[config.mk]
export PLATFORM = sky130hd
export DESIGN_NAME = uldl_slot_scheduler
export DESIGN_NICKNAME = d
export VERILOG_FILES = /design/src/rtl/uldl_sched_pkg.sv /design/src/rtl/uldl_id_fifo.sv /design/src/rtl/uldl_slot_scheduler.sv
export SDC_FILE = /design/constraint.sdc
export NUM_CORES = 1
export LEC_CHECK = 0
export BUFFER_PORTS_ARGS = -buffer_cell sky130_fd_sc_hd__buf_2
export CAP_MARGIN = 0
export CORE_MARGIN = 2
export CORE_UTILIZATION = 45
export DETAILED_ROUTE_END_ITERATION = 8
export SLEW_MARGIN = 20
export SYNTH_ARGS = -nofsm -noshare
export SYNTH_HDL_FRONTEND = slang
export SYNTH_SLANG_ARGS = --single-unit
[constraint.sdc]
create_clock -name i_clk -period 6 [get_ports i_clk]
set_input_delay 0.6 -clock i_clk [delete_from_list [all_inputs] [get_ports i_clk]]
set_output_delay 0.6 -clock i_clk [all_outputs]
set_load 0.02 [all_outputs]
[src/rtl/uldl_sched_pkg.sv]
// Shared types and defaults for the UL/DL TDMA slot scheduler.
package uldl_sched_pkg;

  typedef enum logic {
    IDLE = 1'b0,
    RUN  = 1'b1
  } sched_state_e;

  localparam logic DIR_UL = 1'b0;
  localparam logic DIR_DL = 1'b1;

  localparam int DEF_SLOTS    = 8;
  localparam int DEF_SLOT_CYC = 16;
  localparam int DEF_QDEPTH   = 4;
  localparam int DEF_ID_W     = 8;

endpackage

[src/rtl/uldl_id_fifo.sv]
// Small packet-ID FIFO with pop-before-push ordering; exposes next-cycle head/count
// so the scheduler can register its offer without an extra cycle of latency.
module uldl_id_fifo #(
  parameter int ID_W   = 8,
  parameter int QDEPTH = 4
) (
  input  logic                     i_clk,
  input  logic                     i_rst,
  input  logic                     i_push,
  input  logic [ID_W-1:0]          i_push_id,
  input  logic                     i_pop,
  output logic [ID_W-1:0]          o_head,
  output logic [ID_W-1:0]          o_head_nxt,
  output logic [$clog2(QDEPTH):0]  o_count,
  output logic [$clog2(QDEPTH):0]  o_count_nxt,
  output logic                     o_full,
  output logic                     o_empty
);

  localparam int AW = (QDEPTH > 1) ? $clog2(QDEPTH) : 1;
  localparam int CW = $clog2(QDEPTH) + 1;
  localparam logic [CW-1:0] FULL_CNT = CW'(QDEPTH);

  logic [ID_W-1:0] mem_q [QDEPTH];
  logic [AW-1:0]   rd_q, rd_d, wr_q, wr_d;
  logic [CW-1:0]   count_q, count_d;
  logic            pop_ok, push_ok;

  // Pointer and occupancy update; a push into a full queue is allowed only when a pop frees the slot.
  always_comb begin
    pop_ok      = i_pop && (count_q != '0);
    push_ok     = i_push && ((count_q != FULL_CNT) || pop_ok);
    rd_d        = rd_q + AW'(pop_ok);
    wr_d        = wr_q + AW'(push_ok);
    count_d     = count_q + CW'(push_ok) - CW'(pop_ok);
    o_head_nxt  = (push_ok && (wr_q == rd_d)) ? i_push_id : mem_q[rd_d];
  end

  assign o_head      = mem_q[rd_q];
  assign o_count     = count_q;
  assign o_count_nxt = count_d;
  assign o_full      = (count_q == FULL_CNT);
  assign o_empty     = (count_q == '0);

  always_ff @(posedge i_clk or posedge i_rst) begin
    if (i_rst) begin
      rd_q    <= '0;
      wr_q    <= '0;
      count_q <= '0;
      for (int i = 0; i < QDEPTH; i++) begin
        mem_q[i] <= '0;
      end
    end else begin
      rd_q    <= rd_d;
      wr_q    <= wr_d;
      count_q <= count_d;
      if (push_ok) begin
        mem_q[wr_q] <= i_push_id;
      end
    end
  end

endmodule

[src/rtl/uldl_slot_scheduler.sv]
// TDMA slot scheduler: splits each frame into DL then UL slots and offers at most one
// queued packet ID per slot over a valid/ready handshake.
module uldl_slot_scheduler
  import uldl_sched_pkg::*;
#(
  parameter int SLOTS    = DEF_SLOTS,
  parameter int SLOT_CYC = DEF_SLOT_CYC,
  parameter int QDEPTH   = DEF_QDEPTH,
  parameter int ID_W     = DEF_ID_W
) (
  input  logic                     i_clk,
  input  logic                     i_rst,
  input  logic                     i_ena,
  input  logic                     i_pkt_valid,
  input  logic [ID_W-1:0]          i_pkt_id,
  input  logic                     i_pkt_dir_dl,
  input  logic [$clog2(SLOTS):0]   i_dl_slots,
  output logic                     o_tx_valid,
  input  logic                     i_tx_ready,
  output logic [ID_W-1:0]          o_tx_id,
  output logic                     o_tx_dir_dl,
  output logic [$clog2(SLOTS)-1:0] o_slot_idx,
  output logic                     o_frame_start,
  output logic                     o_ul_drop,
  output logic                     o_dl_drop,
  output logic [$clog2(QDEPTH):0]  o_ul_level,
  output logic [$clog2(QDEPTH):0]  o_dl_level
);

  localparam int SW  = $clog2(SLOTS);
  localparam int CYW = $clog2(SLOT_CYC);
  localparam int QW  = $clog2(QDEPTH) + 1;
  localparam logic [CYW-1:0] CYC_LAST  = CYW'(SLOT_CYC - 1);
  localparam logic [SW:0]    SLOTS_SAT = (SW + 1)'(SLOTS);

  sched_state_e    state_q, state_d;
  logic [CYW-1:0]  cyc_q, cyc_d;
  logic [SW-1:0]   slot_q, slot_d;
  logic [SW:0]     dl_lat_q, dl_lat_d;
  logic            served_q, served_d;
  logic            tx_valid_q, tx_valid_d;
  logic [ID_W-1:0] tx_id_q, tx_id_d;
  logic            dir_q, dir_d;
  logic            frame_start_q, frame_start_d;
  logic            ul_drop_q, ul_drop_d, dl_drop_q, dl_drop_d;
  logic            advance, slot_start, hs;
  logic            push_ul, push_dl, pop_ul, pop_dl;
  logic [ID_W-1:0] ul_head, ul_head_nxt, dl_head, dl_head_nxt;
  logic [QW-1:0]   ul_count, ul_count_nxt, dl_count, dl_count_nxt;
  logic            ul_full, ul_empty, dl_full, dl_empty;

  uldl_id_fifo #(.ID_W(ID_W), .QDEPTH(QDEPTH)) u_ul_fifo (
    .i_clk(i_clk), .i_rst(i_rst), .i_push(push_ul), .i_push_id(i_pkt_id), .i_pop(pop_ul),
    .o_head(ul_head), .o_head_nxt(ul_head_nxt), .o_count(ul_count), .o_count_nxt(ul_count_nxt),
    .o_full(ul_full), .o_empty(ul_empty)
  );

  uldl_id_fifo #(.ID_W(ID_W), .QDEPTH(QDEPTH)) u_dl_fifo (
    .i_clk(i_clk), .i_rst(i_rst), .i_push(push_dl), .i_push_id(i_pkt_id), .i_pop(pop_dl),
    .o_head(dl_head), .o_head_nxt(dl_head_nxt), .o_count(dl_count), .o_count_nxt(dl_count_nxt),
    .o_full(dl_full), .o_empty(dl_empty)
  );

  // Next-state of slot timing and of every registered output, derived from next-cycle queue state.
  always_comb begin
    state_d = state_q;
    cyc_d   = cyc_q;
    slot_d  = slot_q;
    advance = 1'b0;

    hs      = tx_valid_q & i_tx_ready;
    push_ul = i_pkt_valid & (i_pkt_dir_dl == DIR_UL);
    push_dl = i_pkt_valid & (i_pkt_dir_dl == DIR_DL);
    pop_ul  = hs & (dir_q == DIR_UL) & ~ul_empty;
    pop_dl  = hs & (dir_q == DIR_DL) & ~dl_empty;
    ul_drop_d = push_ul & ul_full & ~pop_ul;
    dl_drop_d = push_dl & dl_full & ~pop_dl;

    case (state_q)
      IDLE: begin
        if (i_ena) begin
          state_d = RUN;
          advance = 1'b1;
          cyc_d   = '0;
          slot_d  = '0;
        end else begin
          state_d = IDLE;
        end
      end
      RUN: begin
        if (i_ena) begin
          advance = 1'b1;
          if (cyc_q == CYC_LAST) begin
            cyc_d  = '0;
            slot_d = slot_q + SW'(1);
          end else begin
            cyc_d  = cyc_q + CYW'(1);
          end
        end else begin
          state_d = RUN;
        end
      end
      default: begin
        state_d = IDLE;
      end
    endcase

    slot_start    = advance && (cyc_d == '0);
    frame_start_d = slot_start && (slot_d == '0);

    if (frame_start_d) begin
      dl_lat_d = (i_dl_slots > SLOTS_SAT) ? SLOTS_SAT : i_dl_slots;
    end else begin
      dl_lat_d = dl_lat_q;
    end

    if (slot_start) begin
      served_d = 1'b0;
    end else begin
      served_d = served_q | hs;
    end

    dir_d = (state_d == RUN) && ({1'b0, slot_d} < dl_lat_d);

    // While frozen the offer is held; only a completed handshake may withdraw it.
    if (advance) begin
      tx_valid_d = (cyc_d != '0) && !served_d &&
                   (dir_d ? (dl_count_nxt != '0) : (ul_count_nxt != '0));
      tx_id_d    = tx_valid_d ? (dir_d ? dl_head_nxt : ul_head_nxt) : '0;
    end else begin
      tx_valid_d = tx_valid_q & ~hs;
      tx_id_d    = tx_valid_d ? (dir_q ? dl_head : ul_head) : '0;
    end
  end

  always_ff @(posedge i_clk or posedge i_rst) begin
    if (i_rst) begin
      state_q       <= IDLE;
      cyc_q         <= '0;
      slot_q        <= '0;
      dl_lat_q      <= '0;
      served_q      <= 1'b0;
      tx_valid_q    <= 1'b0;
      tx_id_q       <= '0;
      dir_q         <= 1'b0;
      frame_start_q <= 1'b0;
      ul_drop_q     <= 1'b0;
      dl_drop_q     <= 1'b0;
    end else begin
      state_q       <= state_d;
      cyc_q         <= cyc_d;
      slot_q        <= slot_d;
      dl_lat_q      <= dl_lat_d;
      served_q      <= served_d;
      tx_valid_q    <= tx_valid_d;
      tx_id_q       <= tx_id_d;
      dir_q         <= dir_d;
      frame_start_q <= frame_start_d;
      ul_drop_q     <= ul_drop_d;
      dl_drop_q     <= dl_drop_d;
    end
  end

  assign o_tx_valid    = tx_valid_q;
  assign o_tx_id       = tx_id_q;
  assign o_tx_dir_dl   = dir_q;
  assign o_slot_idx    = slot_q;
  assign o_frame_start = frame_start_q;
  assign o_ul_drop     = ul_drop_q;
  assign o_dl_drop     = dl_drop_q;
  assign o_ul_level    = ul_count;
  assign o_dl_level    = dl_count;

endmodule
======== Word-level counts from Yosys, hierarchy flattened ========
Cells that the tools add are included.
word-level totals
  input port bits ......................... 18
  register bits after elaboration ......... 104
  word-level logic and storage cells ...... 144
  output and inout bits ................... 22
operators by class
  reduce and logical (&&, ||, !) cells .... 25
  mux-type cells .......................... 40
  equality and inequality tests ........... 7
  add/sub/neg operators ................... 10
  $lt $le $gt $ge ......................... 10
  bitwise logic cells ..................... 27
operator list
  operator             number
  $mux 8               17
  $bmux 8 s2           4
  $bwmux 32            2
  $demux 8 s2          2
  $mux 4               5
  $ge 3x3->1 const B   6
  $not 2->3            6
  $logic_and 1x1->1    13
  $and 1x1->1          12
  $reduce_bool 3->1    4
  $logic_not 3->1      3
  $mux 3               3
  $add 2x1->2          4
  $not 1->1            8
  $pmux 4 s2           1
  $add 3x1->3          2
  $eq 3x3->1 const B   2
  $lt 3x1->1 const B   2
  $ne 3x3->1 const B   2
  $pmux 3 s2           1
  $sub 3x1->3          2
  $add 4x1->4 const B  1
  $eq 2x2->1           2
  $eq 4x4->1 const B   1
  other kinds (10)     14

======== Depth between registers and ports, before layout ========
Gate-level depths: netlist of the first run.
  depth after elaboration ................. 14
  mapped depth ............................ 16

======== Cells and area by module ========
Synthesis of the first run repeated with hierarchy kept, for this count alone.
unflattened totals
  cell total of the unflattened synthesis .. 429
  area, all modules ....................... 5889.4 um^2
by module, submodules not included
  module                     area an instance (um^2)  seq. area each (um^2)  times used  cells each
  uldl_id_fifo at u_dl_fifo  2139.6                   975.9                  1           128
  uldl_id_fifo at u_ul_fifo  2135.8                   975.9                  1           128
  uldl_slot_scheduler        1614.0                   650.6                  1           173

======== Least setup slack after synthesis of the first run ========
OpenSTA, ideal clock, no wires.
  path kind ............................... input to register
  start ................................... input i_ena
  end ..................................... register tx_id_q[0] (netlist: o_tx_id[0])
  path slack .............................. 2.336 ns
  arrival ................................. 3.524 ns
  buffers on the path ..................... 2
  required time ........................... 5.860 ns
  stages .................................. 16
  cell sequence ........................... buf_2 > or3_2 > nand4_1 > and4_1 > nand4bb_1 > buf_6 > mux2_2 > inv_1 > ha_1 > and3b_1 > mux2i_1 > a21oi_2 > o21ai_4 > inv_4 > o311ai_4 > o32ai_1
on the way
  word-level cells in the longest chain between the ends .. 12
  elaborated cells between the ends (all ways) .. 24
  classes of those cells .................. order compare (1); mux (14); reduce/logical (9)
ends and longest elaborated chain
  what                              line                                                  text
  from (decl)                       uldl_slot_scheduler.sv:13                             input logic i_ena,
  $mux 4, on equally long branches  uldl_slot_scheduler.sv:91, uldl_slot_scheduler.sv:81
  $pmux 4 s2                        uldl_slot_scheduler.sv:79                             case (state_q)
  $logic_not 4->1                   uldl_slot_scheduler.sv:108                            slot_start = advance && (cyc_d == '0);
  $logic_and 1x1->1                 uldl_slot_scheduler.sv:108
  $logic_and 1x1->1 *               uldl_slot_scheduler.sv:109                            frame_start_d = slot_start && (slot_d == '0);
  $mux 4 *                          uldl_slot_scheduler.sv:111                            if (frame_start_d) begin
  via dl_lat_d[1]                   uldl_slot_scheduler.sv:39                             logic [SW:0] dl_lat_q, dl_lat_d;
  $lt 3x4->1 *                      uldl_slot_scheduler.sv:123                            dir_d = (state_d == RUN) && ({1'b0, slot_d} < dl_lat_d);
  $logic_and 1x1->1 *               uldl_slot_scheduler.sv:123
  via dir_d                         uldl_slot_scheduler.sv:43                             logic dir_q, dir_d;
  $mux 1                            uldl_slot_scheduler.sv:128                            (dir_d ? (dl_count_nxt != '0) : (ul_count_nxt != '0));
  $logic_and 1x1->1                 uldl_slot_scheduler.sv:127                            tx_valid_d = (cyc_d != '0) && !served_d &&
  $mux 8 *                          uldl_slot_scheduler.sv:129                            tx_id_d = tx_valid_d ? (dir_d ? dl_head_nxt : ul_head_nxt) : '0;
  $mux 8 *                          uldl_slot_scheduler.sv:126                            if (advance) begin
  via tx_id_d[0]                    uldl_slot_scheduler.sv:42                             logic [ID_W-1:0] tx_id_q, tx_id_d;
  to (signal assigned)              uldl_slot_scheduler.sv:156                            tx_id_q <= tx_id_d;
  to (decl)                         uldl_slot_scheduler.sv:42
The timed path passes the listed nets; every way through them passes the cells marked *.
A chain may end at the register's enable or synchronous reset.

======== Worst setup path in the final report of the first run ========
  start ................................... register cyc_q[0]
  end ..................................... register tx_id_q[1] (netlist: o_tx_id[1])
on the way
  word-level cells in the longest chain between the ends .. 14
  elaborated cells between the ends (all ways) .. 25
  classes of those cells .................. add/sub (1); order compare (1); eq/ne (1); mux (13); reduce/logical (9)
ends and longest elaborated chain
  what                                              line                                                  text
  from (decl)                                       uldl_slot_scheduler.sv:37                             logic [CYW-1:0] cyc_q, cyc_d;
  from (signal assigned)                            uldl_slot_scheduler.sv:151                            cyc_q <= cyc_d;
  $add 4x1->4 / $eq 4x4->1 (equally long branches)  uldl_slot_scheduler.sv:97, uldl_slot_scheduler.sv:93
  $mux 4                                            uldl_slot_scheduler.sv:93                             if (cyc_q == CYC_LAST) begin
  $mux 4                                            uldl_slot_scheduler.sv:91                             if (i_ena) begin
  $pmux 4 s2                                        uldl_slot_scheduler.sv:79
  $logic_not 4->1                                   uldl_slot_scheduler.sv:108
  $logic_and 1x1->1                                 uldl_slot_scheduler.sv:108
  $logic_and 1x1->1 *                               uldl_slot_scheduler.sv:109
  $mux 4 *                                          uldl_slot_scheduler.sv:111
  via dl_lat_d[1]                                   uldl_slot_scheduler.sv:39
  $lt 3x4->1 *                                      uldl_slot_scheduler.sv:123
  $logic_and 1x1->1 *                               uldl_slot_scheduler.sv:123
  via dir_d                                         uldl_slot_scheduler.sv:43
  $mux 1                                            uldl_slot_scheduler.sv:128
  $logic_and 1x1->1                                 uldl_slot_scheduler.sv:127
  $mux 8 *                                          uldl_slot_scheduler.sv:129
  $mux 8 *                                          uldl_slot_scheduler.sv:126
  via tx_id_d[1]                                    uldl_slot_scheduler.sv:42
Marked as above.

==> reports/results.tsv, run 1 <==
stage	metric	value	unit
timing	Rel. slew slack	0.413	
synth	predominant post-synthesis flop cell	dfrtp_1	
clocking	Setup Fix Bufs, Post-CTS	0	
synth	post-synth top area share	0.470	
timing	final count of hold timing violations	0	
flow_run	# Max-Cap Violations	0	
synth	Synth async-reset ratio	1.00	
timing	part of the cycle the worst path needs	0.705	
clocking	CTS tree	built	
power	maximum vdd ir drop	0.000287	V
synth	Post-Syn Area	0.00554	mm2
die	starting density of the core	0.461	
cells_and_area	Finished Layout Cells	597	
global_routing	first-pass GRT wire length	19.8	mm
timing	worst-margin pin slew	877	ps
place	DP HPWL	8.50	mm
cells_and_area	# fillers	1041	
synth	syn_nets	444	
setup_path	CP Class	register to register	
place	IO buf count	39	
timing	final number of setup-violating endpoints	0	
timing	RSZ-0062 raised after global routing	no	
die	Die X	115	um
timing	Tmin final	4230	ps
drt	Detail Route Antenna Nets	0	
clocking	H-tree depth	3	
cells_and_area	nets	477	
synth	Mapped Avg Cell Area	13.5	um2
cells_and_area	total area of sequential cells	0.00260	mm2
timing	hold slack	354	ps
cells_and_area	multi-input logic area	0.00275	mm2
timing	clk_skew	6.24	ps
cells_and_area	Layout Utilization	0.513	
drt	Routed Wire Length	12.1	mm
synth	synth top area cells	dfrtp_1 (47%), mux2_2 (13%), mux4_4 (9.5%)	
timing	Fmax achieved	236	MHz
drt	drt wl/cell	20.3	um
setup_path	CP max FO	9	
global_routing	antenna violations before repair	0	
clocking	clock slew at reported path FFs	70	ps
drt	Remaining DRCs	0	
setup_path	Setup crit end kind	register	
synth	Seq/Total Area, Yosys	0.470	
clocking	root buf cell	clkbuf_16	
worst_hold_path	Min-Delay Path Class	input pin to asynchronous set/reset pin	
clocking	TritonCTS Buffers	9	
timing	setup TNS	0	ps
cells_and_area	most frequent cells in the layout	dfrtp_1 (104), mux2_2 (66), buf_2 (39), mux4_4 (21), nand3_1 (19)	
die	Die Height	115	um
die	full die area	0.0132	mm2
timing	Pins Over Slew Limit	0	
global_routing	largest net degree at the start of global routing	54	
power	P_leak	2.70	nW
drt	Vias per Instance	5.90	
place	DP Cell Count	581	
synth	flops & latches, synth	104	
die	io pins	40	
global_routing	global router's overall resource usage	0.200	
clocking	# clock sinks	104	
clocking	PostCTS Resize Cnt	0	
place	gpl congestion	0.822	
global_routing	number of global-route vias before repair	3621	
die	standard-cell rows	40	
drt	DRT iter0 DRCs	266	
synth	EDFF count, synth	0	
drt	via count	3522	
clocking	Clock Tree Buf Depth	2	
synth	Ys Warns	0	
die	core footprint	0.0120	mm2
cells_and_area	Diodes inserted	0	
clocking	hold buffers post-CTS	0	
setup_path	Setup crit start kind	register	
synth	Yosys top cell by area	dfrtp_1	
drt	DR pass1 iterations	4	
setup_path	Critical Path AT	4440	ps
synth	synth unique cells	51	
setup_path	WP data required	6210	ps
cells_and_area	layout cells sized above 1	0.376	
power	PD cells	560	mW/mm2
cells_and_area	Syn-to-layout area delta	11.2	%
outcome	status	complete, no violations	
clocking	Skew-Pair Late Insertion Delay	350	ps
cells_and_area	commonest non-fill, non-tap cell in the layout	dfrtp_1	
synth	Post-Syn Instances	412	
global_routing	grt ovf	0	
## synth_stat cells (2+ instances only)
library cell    n
dfrtp_1       104
mux2_2         66
mux4_4         21
inv_1          19
nand3_1        19
nor2_1         17
nand2_1        13
a21oi_1        12
ha_1           12
mux2i_1        12
mux4_2         11
clkbuf_1        8
o31ai_1         8
o32ai_1         8
xnor2_1         8
o21ai_0         7
nor3b_1         5
xor2_1          5
and3b_1         4
buf_1           4
buf_2           4
buf_6           4
nand4_1         4
nor2b_1         3
nor3_1          3
a31oi_1         2
and2b_1         2
and3_1          2
fa_1            2
or3_1           2
## sequential cells by signal, indices dropped and copies added (netlist names), 2 cells and up
name	cells
u_dl_fifo.mem_q	32
u_ul_fifo.mem_q	32
o_tx_id	8
cyc_q	4
dl_lat_q	4
o_slot_idx	3
u_dl_fifo.o_count	3
u_ul_fifo.o_count	3
u_dl_fifo.rd_q	2
u_dl_fifo.wr_q	2
u_ul_fifo.rd_q	2
u_ul_fifo.wr_q	2
## stage by stage
stage	setup WS, ps	cell area (um2)	power, mW
after floorplan	2340	5540	2.48
after global placement	1800	5840	2.80
after detailed placement	1610	5840	2.85
after CTS	1760	6150	3.49
after global routing	1470	6160	3.68
final	1770	6160	3.45
## power breakdown
group          total, mW  leakage, nW  switching (mW)  internal, mW
Clock              0.622        0.155           0.264         0.358
Combinational       1.51         1.27           0.628         0.878
Sequential          1.32         1.27           0.309          1.01
## per-layer routing
layer  GRT usage  part of all wire
met1       0.264              0.45
met2       0.331              0.50
met3      0.0332             0.025
met4      0.0819             0.022
met5           0                 0
## logic make-up after synthesis
group,synth area share
and+or+nand+nor,0.0833
buffers and inverters,0.0359
xor gates and xnor gates,0.0205
AOI/OAI and AO/OA,0.0585
DFF,0.470
muxes,0.298
adders and majority gates,0.0343
## final cells by class
type / count / share of cell area
multi-input combinational: 266 / 0.446
sequential: 104 / 0.422
clock buffer: 12 / 0.0432
timing repair buffer: 43 / 0.0365
tap: 147 / 0.0298
inverter: 21 / 0.0136
clock inverter: 4 / 0.00832
## final timing paths
kind / slack [ps] / startpoint / endpoint / cells past startpoint
worst max register to register: 1770 / cyc_q[0] / o_tx_id[1] / 15
max in group asynchronous: 4510 / i_rst / u_dl_fifo.mem_q[3] / 3
worst min-delay path: 350 / i_rst / u_ul_fifo.mem_q[21] / 2
worst max-delay path: 1770 / cyc_q[0] / o_tx_id[1] / 15
worst min register to register: 510 / dl_lat_q[1] / dl_lat_q[1] / 1
min in group i_clk: 440 / i_pkt_dir_dl / o_ul_drop / 2
## worst max-delay path, stage by stage (launching register included)
cell and delay [ps]:
dfrtp_1 410, ha_1 340, or4b_1 460, nand4_1 130, and4_1 240, nand4bb_1 340, mux2_2 410, inv_1 60
ha_1 160, and3b_1 180, mux2i_1 220, a21oi_2 130, o21ai_4 290, inv_4 70, o311ai_4 480, o32ai_1 180
Note: power is estimated with default switching activity, not from simulation.
==> run 2: changes to the inputs <==
--- a/config.mk
+++ b/config.mk
@@ -5,6 +5,7 @@
 export SDC_FILE = /design/constraint.sdc
 export NUM_CORES = 1
 export LEC_CHECK = 0
+export ABC_AREA = 1
 export BUFFER_PORTS_ARGS = -buffer_cell sky130_fd_sc_hd__buf_2
 export CAP_MARGIN = 0
 export CORE_MARGIN = 2
==> constraint.sdc (replaced) <==
create_clock -name i_clk -period 3.95 [get_ports i_clk]
set_input_delay 0.395 -clock i_clk [delete_from_list [all_inputs] [get_ports i_clk]]
set_output_delay 0.395 -clock i_clk [all_outputs]
set_load 0.02 [all_outputs]
==> run 2 against run 1 <==
  * Combinational power is 73% higher
  * Count of clock-buffer cells in the layout increased by 1
  * First-iteration DRC count increased by 36%
  * Die area increased by 2.0%
==> reports/results.tsv, run 2 <==
stage	metric	value	unit	change
setup_path	highest cell delay on the worst timing path	860	ps	was 480 ps
timing	Tmin final	3310	ps	was 4230 ps
global_routing	largest net degree at the start of global routing	78		was 54
timing	Pins Over Slew Limit	0		unchanged
drt	DR pass1 iterations	5		was 4
timing	RSZ-0062 raised after global routing	no		unchanged
die	Die X	116	um	was 115 um
clocking	clock slew at reported path FFs	70	ps	about the same
clocking	root buf cell	clkbuf_16		unchanged
clocking	Skew-Pair Late Insertion Delay	360	ps	was 350 ps
clocking	PostCTS Resize Cnt	0		unchanged
global_routing	Most Used Layer, Global Route	met2		unchanged
power	maximum vdd ir drop	0.000236	V	was 0.000287 V
setup_path	reg-to-reg endpoint	o_tx_id[6]		was o_tx_id[1]
setup_path	CP Class	register to register		unchanged
place	area of placed instances	0.00598	mm2	was 0.00584 mm2
synth	predominant post-synthesis flop cell	dfrtp_1		unchanged
timing	final count of hold timing violations	0		unchanged
timing	setup TNS	0	ps	unchanged
synth	Yosys top cell by area	dfrtp_1		unchanged
timing	Rel. slew slack	0.358		was 0.413
cells_and_area	layout cells sized above 1	0.130		was 0.376
synth	most frequent cells after synthesis	nand2_1 (142), o21ai_0 (140), dfrtp_1 (104)		was dfrtp_1 (104), mux2_2 (66), mux4_4 (21)
global_routing	global router's overall resource usage	0.224		was 0.200
place	DP HPWL	10.0	mm	was 8.50 mm
place	DP Cell Count	867		was 581
die	full die area	0.0135	mm2	was 0.0132 mm2
outcome	status	complete, no violations		unchanged
place	IO buf count	39		unchanged
die	core footprint	0.0122	mm2	was 0.0120 mm2
setup_path	reg2reg setup slack	640	ps	was 1770 ps
timing	Fmax achieved	302	MHz	was 236 MHz
setup_path	worst r2r src	o_tx_dir_dl		was cyc_q[0]
cells_and_area	nets	742		was 477
synth	flops & latches, synth	104		unchanged
synth	synth unique cells	44		was 51
synth	Ys Warns	0		unchanged
synth	Mapped Avg Cell Area	8.27	um2	was 13.5 um2
drt	DRT iter0 DRCs	361		was 266
cells_and_area	most frequent cells in the layout	nand2_1 (142), o21ai_0 (140), dfrtp_1 (104), inv_1 (65), nor2_1 (48)		was dfrtp_1 (104), mux2_2 (66), buf_2 (39), mux4_4 (21), nand3_1 (19)
clocking	H-tree depth	3		unchanged
synth	EDFF count, synth	0		unchanged
clocking	hold buffers post-CTS	0		unchanged
power	PD cells	875	mW/mm2	was 560 mW/mm2
die	starting density of the core	0.465		was 0.461
setup_path	worst r2r path cells	13		was 15
synth	Post-Syn Area	0.00566	mm2	was 0.00554 mm2
die	standard-cell rows	40		unchanged
cells_and_area	total area of sequential cells	0.00260	mm2	unchanged
setup_path	Slowest cell on crit path	ha_1		was o311ai_4
timing	part of the cycle the worst path needs	0.837		was 0.705
synth	synth top area cells	dfrtp_1 (46%), o21ai_0 (12%), nand2_1 (9.4%)		was dfrtp_1 (47%), mux2_2 (13%), mux4_4 (9.5%)
setup_path	WP data required	4250	ps	was 6210 ps
power	Design Power	5.48	mW	was 3.45 mW
global_routing	GR Util met1	0.300		was 0.264
synth	Post-Syn Instances	684		was 412
cells_and_area	# fillers	1185		was 1041
drt	Detail Route Antenna Nets	0		unchanged
die	Die Height	116	um	was 115 um
synth	Seq/Total Area, Yosys	0.460		was 0.470
synth	syn_nets	716		was 444
place	gpl congestion	0.844		was 0.822
drt	Remaining DRCs	0		unchanged
cells_and_area	Diodes inserted	0		unchanged
synth	Synth async-reset ratio	1.00		unchanged
global_routing	GRT met3 Usage	0.0343		was 0.0332
global_routing	first-pass GRT wire length	23.0	mm	was 19.8 mm
clocking	# clock sinks	104		unchanged
setup_path	family with the most delay on the worst path	adder cells		was simple AND/OR/NAND/NOR gates
cells_and_area	Finished Layout Cells	883		was 597
synth	post-synth top area share	0.460		was 0.470
cells_and_area	commonest non-fill, non-tap cell in the layout	nand2_1		was dfrtp_1
setup_path	Bufs and invs on worst path	3		was 2
clocking	TritonCTS Buffers	9		unchanged
setup_path	Top cell by count, worst path	nand2_1		was ha_1
power	P_leak	3.09	nW	was 2.70 nW
synth	most common cell in the synthesized netlist	nand2_1		was dfrtp_1
flow_run	# Max-Cap Violations	0		unchanged
global_routing	grt ovf	0		unchanged
clocking	CTS tree	built		unchanged
clocking	Clock Tree Buf Depth	2		unchanged
timing	worst-margin pin slew	963	ps	was 877 ps
timing	final number of setup-violating endpoints	0		unchanged
die	io pins	40		unchanged
cells_and_area	Layout Utilization	0.515		was 0.513
timing	clk_skew	7.25	ps	was 6.24 ps
drt	Routed Wire Length	14.0	mm	was 12.1 mm
global_routing	M2 GR Usage	0.358		was 0.331
setup_path	Setup crit start kind	register		unchanged
drt	drt wl/cell	15.9	um	was 20.3 um
drt	via count	4751		was 3522
cells_and_area	fin area	0.00626	mm2	was 0.00616 mm2
global_routing	number of global-route vias before repair	4558		was 3621
setup_path	CP Cell Sequence	inv_2 > o311ai_1 > inv_1 > ha_1 > xor2_1 > nor2_1 > nand2_1 > clkinv_1 > o21ai_0 > nand2_1 > nand2_1 > nand3_1 > nand2_1		was ha_1 > or4b_1 > nand4_1 > and4_1 > nand4bb_1 > mux2_2 > inv_1 > ha_1 > and3b_1 > mux2i_1 > a21oi_2 > o21ai_4 > inv_4 > o311ai_4 > o32ai_1
setup_path	Setup crit end kind	register		unchanged
drt	Vias per Instance	5.38		was 5.90
cells_and_area	Syn-to-layout area delta	10.8	%	was 11.2%
setup_path	Critical Path AT	3600	ps	was 4440 ps
global_routing	antenna violations before repair	0		unchanged
clocking	Setup Fix Bufs, Post-CTS	0		unchanged
cells_and_area	multi-input logic area	0.00268	mm2	was 0.00275 mm2
setup_path	CP max FO	21		was 9
worst_hold_path	Min-Delay Path Class	input pin to asynchronous set/reset pin		unchanged
-- run 2: changes by cell type in the layout (fill, tap and decap cells not counted), sizes merged, moves of 32 or more --
cell,delta
nor2,+37
o21ai,+132
inv,+48
nand2,+141
mux2,-61
mux4,-32
-- run 2: metrics by stage --
step / worst slack (ps) / hold slack, ps
6_report: 643 / 261
3_3_place_gp: 790 / 466
2_1_floorplan: 823 / 453
5_1_grt: 352 / 270
3_5_place_dp: 709 / 474
4_1_cts: 673 / 251
-- run 2: worst max-delay path by stage --
stage | end | cells after the start | startpoint | slack (ps)
global route | o_tx_id[6] | 13 | o_tx_dir_dl | 350
finish | o_tx_id[6] | 13 | o_tx_dir_dl | 640
detailed placement | o_tx_id[6] | 13 | o_tx_dir_dl | 710
CTS | o_tx_id[5] | 13 | o_tx_dir_dl | 670
global placement | o_tx_id[5] | 13 | o_tx_dir_dl | 790
floorplan | cyc_q[0] | 1 | i_rst | 820
-- run 2: metal layers --
metal,up-vias,routed length (um)
met5,-,0
met4,0,427
met3,29,663
met2,127,6410
met1,2266,6520
li1,2329,-
-- run 2: where the power goes --
group	total, mW	switching, mW	internal, mW	leakage, nW
Combinational	2.61	1.60	1.00	1.65
Clock	0.865	0.389	0.476	0.145
Sequential	2.01	0.460	1.55	1.29
Total	5.48	2.45	3.03	3.09
-- run 2: worst reg2reg max path: cells and delay by family, from the launching register on --
family	cells	cell delay [ps]
DFF	1	610
adders and majority gates	1	860
and+or+nand+nor	6	550
buffers and inverters	3	610
xor gates and xnor gates	1	210
AOI/OAI and AO/OA	2	400
-- run 2: cell type report --
| class | count | share of cell area |
|---|---|---|
| inverter | 70 | 0.0423 |
| clock buffer | 13 | 0.0431 |
| multi-input combinational | 482 | 0.427 |
| tap | 168 | 0.0336 |
| sequential | 104 | 0.416 |
| timing repair buffer | 43 | 0.0360 |
| clock inverter | 3 | 0.00240 |
-- run 2: cell families (layout without fill, tap and decap cells) --
kind of cell	after synthesis	count (layout)	synth area share
muxes	18	18	0.0332
buffers and inverters	98	129	0.0668
adders and majority gates	14	14	0.0336
DFF	104	104	0.460
xor gates and xnor gates	12	12	0.0186
and+or+nand+nor	253	253	0.205
AOI/OAI and AO/OA	185	185	0.183
